$ cat config.mk
export PLATFORM = sky130hd
export DESIGN_NAME = gpi_ctrl
export DESIGN_NICKNAME = d
export VERILOG_FILES = /design/src/rtl/gpi_pkg.sv /design/src/rtl/gpi_debounce.sv /design/src/rtl/gpi_ctrl.sv
export SDC_FILE = /design/constraint.sdc
export NUM_CORES = 1
export LEC_CHECK = 0
export ABC_AREA = 0
export BUFFER_PORTS_ARGS = -buffer_cell sky130_fd_sc_hd__buf_2
export CORE_AREA = 4 4 82 84
export CTS_BUF_LIST = sky130_fd_sc_hd__clkbuf_8
export CTS_CLUSTER_SIZE = 24
export DETAILED_ROUTE_END_ITERATION = 6
export DIE_AREA = 0 0 86 88
export PLACE_DENSITY = 0.74
export SLEW_MARGIN = 20
export SYNTH_ARGS = -nofsm -noshare
export SYNTH_HDL_FRONTEND = slang
export SYNTH_SLANG_ARGS = --single-unit
$ cat constraint.sdc
create_clock -name clk -period 3.55 [get_ports clk]
set_input_delay 0 -clock clk [delete_from_list [all_inputs] [get_ports clk]]
set_output_delay 0 -clock clk [all_outputs]
set_load 0.005 [all_outputs]
$ cat src/rtl/gpi_pkg.sv
// Shared definitions for the general-purpose input controller.
package gpi_pkg;

  // Register indices on the peripheral bus
  localparam logic [1:0] GPI_ADDR_DATA       = 2'd0;
  localparam logic [1:0] GPI_ADDR_IRQ_EN     = 2'd1;
  localparam logic [1:0] GPI_ADDR_EDGE_SEL   = 2'd2;
  localparam logic [1:0] GPI_ADDR_IRQ_STATUS = 2'd3;

  // Edge-mode encodings held in EDGE_SEL
  localparam logic GPI_EDGE_FALL = 1'b0;
  localparam logic GPI_EDGE_RISE = 1'b1;

  // Pick the rise or fall pulse according to the bit's edge mode
  function automatic logic gpi_edge_event(logic mode, logic rise, logic fall);
    logic ev;
    ev = 1'b0;
    case (mode)
      GPI_EDGE_RISE: ev = rise;
      GPI_EDGE_FALL: ev = fall;
      default:       ev = 1'b0;
    endcase
    return ev;
  endfunction

endpackage

$ cat src/rtl/gpi_debounce.sv
// Single-bit synchroniser followed by a stability-count debouncer.
module gpi_debounce #(
  parameter int unsigned SYNC_STAGES     = 2,
  parameter int unsigned DEBOUNCE_CYCLES = 4
) (
  input  logic clk,
  input  logic rst_n,
  input  logic pin_i,
  output logic deb_o
);

  localparam int unsigned CntW = $clog2(DEBOUNCE_CYCLES) + 1;
  localparam logic [CntW-1:0] CntMax = CntW'(DEBOUNCE_CYCLES - 1);

  logic [SYNC_STAGES-1:0] sync_q, sync_d;
  logic [CntW-1:0]        cnt_q, cnt_d;
  logic                   deb_q, deb_d;
  logic                   s;

  assign s = sync_q[SYNC_STAGES-1];

  // Shift the pin through the chain; count consecutive cycles s differs from deb
  always_comb begin
    sync_d = {sync_q[SYNC_STAGES-2:0], pin_i};
    cnt_d  = cnt_q;
    deb_d  = deb_q;
    if (s == deb_q) begin
      // Any return to the accepted level restarts the count
      cnt_d = '0;
    end else if (cnt_q == CntMax) begin
      deb_d = s;
      cnt_d = '0;
    end else begin
      cnt_d = cnt_q + 1'b1;
    end
  end

  // State registers
  always_ff @(posedge clk or negedge rst_n) begin
    if (!rst_n) begin
      sync_q <= '0;
      cnt_q  <= '0;
      deb_q  <= 1'b0;
    end else begin
      sync_q <= sync_d;
      cnt_q  <= cnt_d;
      deb_q  <= deb_d;
    end
  end

  assign deb_o = deb_q;

endmodule

$ cat src/rtl/gpi_ctrl.sv
// General-purpose input controller: debounced pins, edge interrupts, bus registers.
module gpi_ctrl
  import gpi_pkg::*;
#(
  parameter int unsigned WIDTH           = 8,
  parameter int unsigned SYNC_STAGES     = 2,
  parameter int unsigned DEBOUNCE_CYCLES = 4
) (
  input  logic             clk,
  input  logic             rst_n,
  input  logic [WIDTH-1:0] gpi_in,
  input  logic             sel,
  input  logic             we,
  input  logic [1:0]       addr,
  input  logic [WIDTH-1:0] wr_data,
  output logic [WIDTH-1:0] rd_data,
  output logic             irq
);

  logic [WIDTH-1:0] deb;
  logic [WIDTH-1:0] deb_q;
  logic [WIDTH-1:0] irq_en_q, irq_en_d;
  logic [WIDTH-1:0] edge_sel_q, edge_sel_d;
  logic [WIDTH-1:0] status_q, status_d;
  logic [WIDTH-1:0] evt;
  logic [WIDTH-1:0] clr;
  logic             wr_en;

  for (genvar g = 0; g < WIDTH; g++) begin : g_bit
    gpi_debounce #(
      .SYNC_STAGES     (SYNC_STAGES),
      .DEBOUNCE_CYCLES (DEBOUNCE_CYCLES)
    ) u_deb (
      .clk   (clk),
      .rst_n (rst_n),
      .pin_i (gpi_in[g]),
      .deb_o (deb[g])
    );
  end

  assign wr_en = sel & we;

  // Per-bit edge events and register next-state; a new event beats a same-cycle clear
  always_comb begin
    evt = '0;
    for (int unsigned i = 0; i < WIDTH; i++) begin
      evt[i] = gpi_edge_event(edge_sel_q[i], deb[i] & ~deb_q[i], ~deb[i] & deb_q[i]);
    end
    clr        = (wr_en && addr == GPI_ADDR_IRQ_STATUS) ? wr_data : '0;
    irq_en_d   = (wr_en && addr == GPI_ADDR_IRQ_EN) ? wr_data : irq_en_q;
    edge_sel_d = (wr_en && addr == GPI_ADDR_EDGE_SEL) ? wr_data : edge_sel_q;
    status_d   = (status_q & ~clr) | evt;
  end

  // Register state
  always_ff @(posedge clk or negedge rst_n) begin
    if (!rst_n) begin
      deb_q      <= '0;
      irq_en_q   <= '0;
      edge_sel_q <= '0;
      status_q   <= '0;
    end else begin
      deb_q      <= deb;
      irq_en_q   <= irq_en_d;
      edge_sel_q <= edge_sel_d;
      status_q   <= status_d;
    end
  end

  // Combinational read port, idle-zero when not reading
  always_comb begin
    rd_data = '0;
    if (sel && !we) begin
      case (addr)
        GPI_ADDR_DATA:       rd_data = deb;
        GPI_ADDR_IRQ_EN:     rd_data = irq_en_q;
        GPI_ADDR_EDGE_SEL:   rd_data = edge_sel_q;
        GPI_ADDR_IRQ_STATUS: rd_data = status_q;
        default:             rd_data = '0;
      endcase
    end
  end

  assign irq = |(status_q & irq_en_q);

endmodule

# Word-level counts from Yosys, hierarchy flattened
# Index checks and enable logic that the tools add are counted.
# classes
addsub	8
n_eq_ne	19
reduce_logical	15
muxes	27
bitwise	53
# ops
cell	count
two-way mux 3 bit	16
NOT 1 bit	32
case mux 8 bit (4 select lines)	1
adder 3 x 1 -> 3 bit (second input constant)	8
equality test 3 x 2 -> 1 bit (second input constant)	8
bitwise AND 1 bit	17
bitwise AND 8 bit	2
two-way mux 8 bit	2
case mux 1 bit (2 select lines)	8
AND reduction 2 bit	8
equality test 1 bit	8
NOT 8 bit	1
bitwise OR 8 bit	1
OR reduction 8 bit	1
equality test 2 bit (second input constant)	2
logical AND 1 bit	4
equality test 2 x 1 -> 1 bit (second input constant)	1
zero test 2 bit	1
zero test 1 bit	1
# word_totals
out_inout_bits	9
in_bits	22
elab_cells	150
regBits	80

# Depth between registers and ports, before layout
# depth
depth_word	6
depth_mapped	5
depth_no_buf	3

# By module
# Synthesis repeated with hierarchy kept, for this count alone.
# unflattened
cells_unflattened	220
area_unflattened_um2	3256.9
# modules_own_cells
mod	area_each_um2	n_inst	cells_each
gpi_debounce	216.5	8	13
gpi_ctrl	1525.2	1	116

# Worst setup path after synthesis
# No wires, ideal clock.
# synth_path
path_type	reg-to-reg
from	register g_bit[4].u_deb.cnt_q[0]
to	register g_bit[4].u_deb.deb_q
required_ps	3425
stages_incl_launch_ff	4
path_buffers	0
synth_period_minus_slack_ps	1137
setup_ps	125
arrival_ps	1012
slack_ps	2413
cell_sequence	dfrtp_1 ha_1 nor2b_1 mux2_2
# synth_between
elab_chain_len	2
# synth_rtl
item	line_no	rtl
from (decl)	gpi_debounce.sv:16	logic [CntW-1:0] cnt_q, cnt_d;
from (signal assigned)	gpi_debounce.sv:46	cnt_q <= cnt_d;
equality test 3 x 2 -> 1 bit	gpi_debounce.sv:30	end else if (cnt_q == CntMax) begin
AND reduction 2 bit (no source line)	-	
to (signal assigned)	gpi_debounce.sv:43	deb_q <= 1'b0;
to (signal assigned)	gpi_debounce.sv:47	deb_q <= deb_d;
to (decl)	gpi_debounce.sv:17	logic deb_q, deb_d;
# No other way between the ends.
# A chain may end at the register's enable or synchronous reset.

# Worst setup path in the final report
# layout_path
from	register g_bit[3].u_deb.deb_q
to	output rd_data[3]
# layout_between
elab_chain_len	2
# layout_rtl
item	line_no	rtl
from (decl)	gpi_debounce.sv:17	
from (signal assigned)	gpi_debounce.sv:43	
from (signal assigned)	gpi_debounce.sv:47	
case mux 8 bit (4 select lines)	gpi_ctrl.sv:74	case (addr)
two-way mux 8 bit	gpi_ctrl.sv:73	if (sel && !we) begin
to (decl)	gpi_ctrl.sv:16	output logic [WIDTH-1:0] rd_data,
# No other way between the ends.

==> metrics.csv <==
metric,value,unit
status,completed,
initial core utilization,54.9,%
"most common cell after layout, fill and taps aside",dfrtp_1,
Tightest Pin Transition,0.958,ns
synthesized area,0.00325,mm²
RSZ-0062 raised after global routing,no,
row count,28,
CTS Buf Count,9,
Post-CTS Hold Fix Bufs,17,
Critical R2R Launch,g_bit[5].u_deb.cnt_q[0]$_DFF_PN0_,
layout cells sized above 1,21.2,%
initial antenna violation count,0,
worst hold path class,input pin to flip-flop,
first-pass GRT wire length,9.18,mm
final instance area,0.00384,mm²
crit-path max FO,6,
Ports,31,
Layout area overhead,18.1,%
Power Total,2.59,mW
crit path capture type,output port,
setup repair bufs after CTS,0,
final setup fails,0,
FF-to-FF path depth,3,
CTS Sinks,80,
Final Max Tran Viols,0,
Fmax,621,MHz
clock skew,0.00573,ns
maximum root-to-sink buffer count,2,
Setup Crit Path Kind,flip-flop to output port,
Critical Path RT,3.55,ns
Final Worst Setup Slack,1.94,ns
routed vias/inst,5.27,
met2 GRT Util,24.0,%
Clock Latency Late Sink,0.34,ns
number of gates resized after CTS,0,
GR Util All Layers,15.9,%
CP peak stage delay,0.53,ns
core box area,0.00592,mm²
final cell count without fillers,367,
crit path cell chain,"mux4_1, nor2b_1, buf_2",
Avg Inst Size Synth,14.0,µm²
critical path arrival,1.61,ns
placed cells,334,
most frequent cells in the layout,"dfrtp_1 (80), buf_2 (29), nand2_1 (23), nor2b_1 (17), dlygate4sd3_1 (17)",
largest net degree at the start of global routing,81,
PortBufs,30,
vias,1933,
clock period minus worst slack,1.61,ns
Yosys reg bits,80,
dpl ws,2.30,ns
Final Util,64.9,%
pwr dens,673,mW/mm²
setup_tns,0,ns
CP Launch Type,flip-flop,
die width,86,µm
WHS,0.122,ns
Pleak,1.78,nW
H-tree depth,3,
"Cell Area, Placed",0.00346,mm²
CP startpoint,g_bit[3].u_deb.deb_o$_DFFE_PN0P_,
GR Util met1,21.3,%
Antenna Nets Post-Route,0,
GP Congestion,0.729,
Relative slew margins,36.2,%
slowest cell on the critical path,mux4_1,
Die Height,88,µm
grt total ovfl,0,
Syn Nets,263,
number of global-route vias before repair,1963,
antenna cells,0,
total die area,0.00757,mm²
Post-Route WL,5.22,mm
Routed WL per cell,14.2,µm
Root Buffer,clkbuf_8,
CTS tree,built,
synthesized netlist cell count,233,
Top Usage Layer GRT,met2,
"Distinct cells, synth",24,
worst flop-to-flop path endpoint,g_bit[5].u_deb.deb_o$_DFFE_PN0P_,
drt pass-1 iters,4,
Worst-path clk slew,0.07,ns
Initial DRC Count,89,
final period utilization,45.4,%
drc violations,0,
peak supply drop,0.335,mV
nets,317,
max_cap viols,0,
Critical Path End,rd_data[3],
"Seq/Total Area, Yosys",61.5,%
Fin. Hold Viols,0,
reg-to-reg setup timing slack,2.32,ns
Synth warnings,0,
met3 GRT Util,4.61,%
detailed placement HPWL,3.51,mm
Yosys cell counts (all sizes together):
cell type  instances  share of area, %
a221o              4               1.2
a22oi              4              0.92
and2b              1              0.23
and4               1              0.35
buf                4               1.3
dfrtp             80                62
ha                 8               3.1
inv                4              0.46
mux2              16               5.8
mux4               8               6.5
nand2             23               2.7
nand2b             1              0.19
nand4              2              0.38
nand4b             2               1.2
nor2              10               1.2
nor2b             17               3.3
nor3               8               1.2
nor3b             16               3.7
o211ai             4              0.92
o21ai             12               1.8
xnor2              8               2.2
sequential cells by signal (all words and copies together), names as in the netlist:
| name | count |
|---|---|
| g_bit.u_deb.deb_o | 8 |
| irq_en_q | 8 |
| g_bit.u_deb.cnt_q | 24 |
| status_q | 8 |
| g_bit.u_deb.sync_q | 16 |
| deb_q | 8 |
| edge_sel_q | 8 |
power by group:
group / internal, mW / switching [mW] / total, mW
sequential: 1.15 / 0.193 / 1.35
combinational: 0.319 / 0.214 / 0.532
clock: 0.407 / 0.300 / 0.707
total: 1.88 / 0.707 / 2.59
worst max-delay path: cells and delay by family (launching register included):
family | cells | cell delay [ns]
buffers and inverters | 1 | 0.14
flip-flops | 1 | 0.45
multiplexers | 1 | 0.53
AND/OR/NAND/NOR | 1 | 0.15
worst min path at each step:
stage	from	end	depth (start not counted)	slack, ns
after detailed placement	gpi_in[1]	g_bit[1].u_deb.sync_q[0]$_DFF_PN0_	1	0.11
after CTS	sel	irq_en_q[0]$_DFFE_PN0P_	3	0.10
after global routing	sel	irq_en_q[0]$_DFFE_PN0P_	3	0.13
after floorplan	rst_n	deb_q[0]$_DFF_PN0_	0	-0.30
final	sel	irq_en_q[2]$_DFFE_PN0P_	3	0.12
after global placement	gpi_in[3]	g_bit[3].u_deb.sync_q[0]$_DFF_PN0_	1	0.11
routing by layer:
metal  share of wire (%)  routed length, µm
met1                  47               2450
met2                  45               2360
met3                 5.8                304
met4                 2.1                111
met5                   0                  0
area by class of cell:
class	count	area, µm²
timing repair buffer	47	323
clock inverter	6	76.3
inverter	4	15.0
clock buffer	10	138
sequential	80	2000
fill	431	2080
tap	75	93.8
multi-input combinational	145	1190
cell families after synthesis:
kind of cell | count (synthesis) | share of synthesized area (%)
simple gates | 81 | 14.3
xor+xnor | 8 | 2.15
fa+ha+maj | 8 | 3.08
flops | 80 | 61.5
compound gates | 24 | 4.92
mux | 24 | 12.2
buf+inv | 8 | 1.73
No activity file was read; power rests on OpenSTA's default activity.
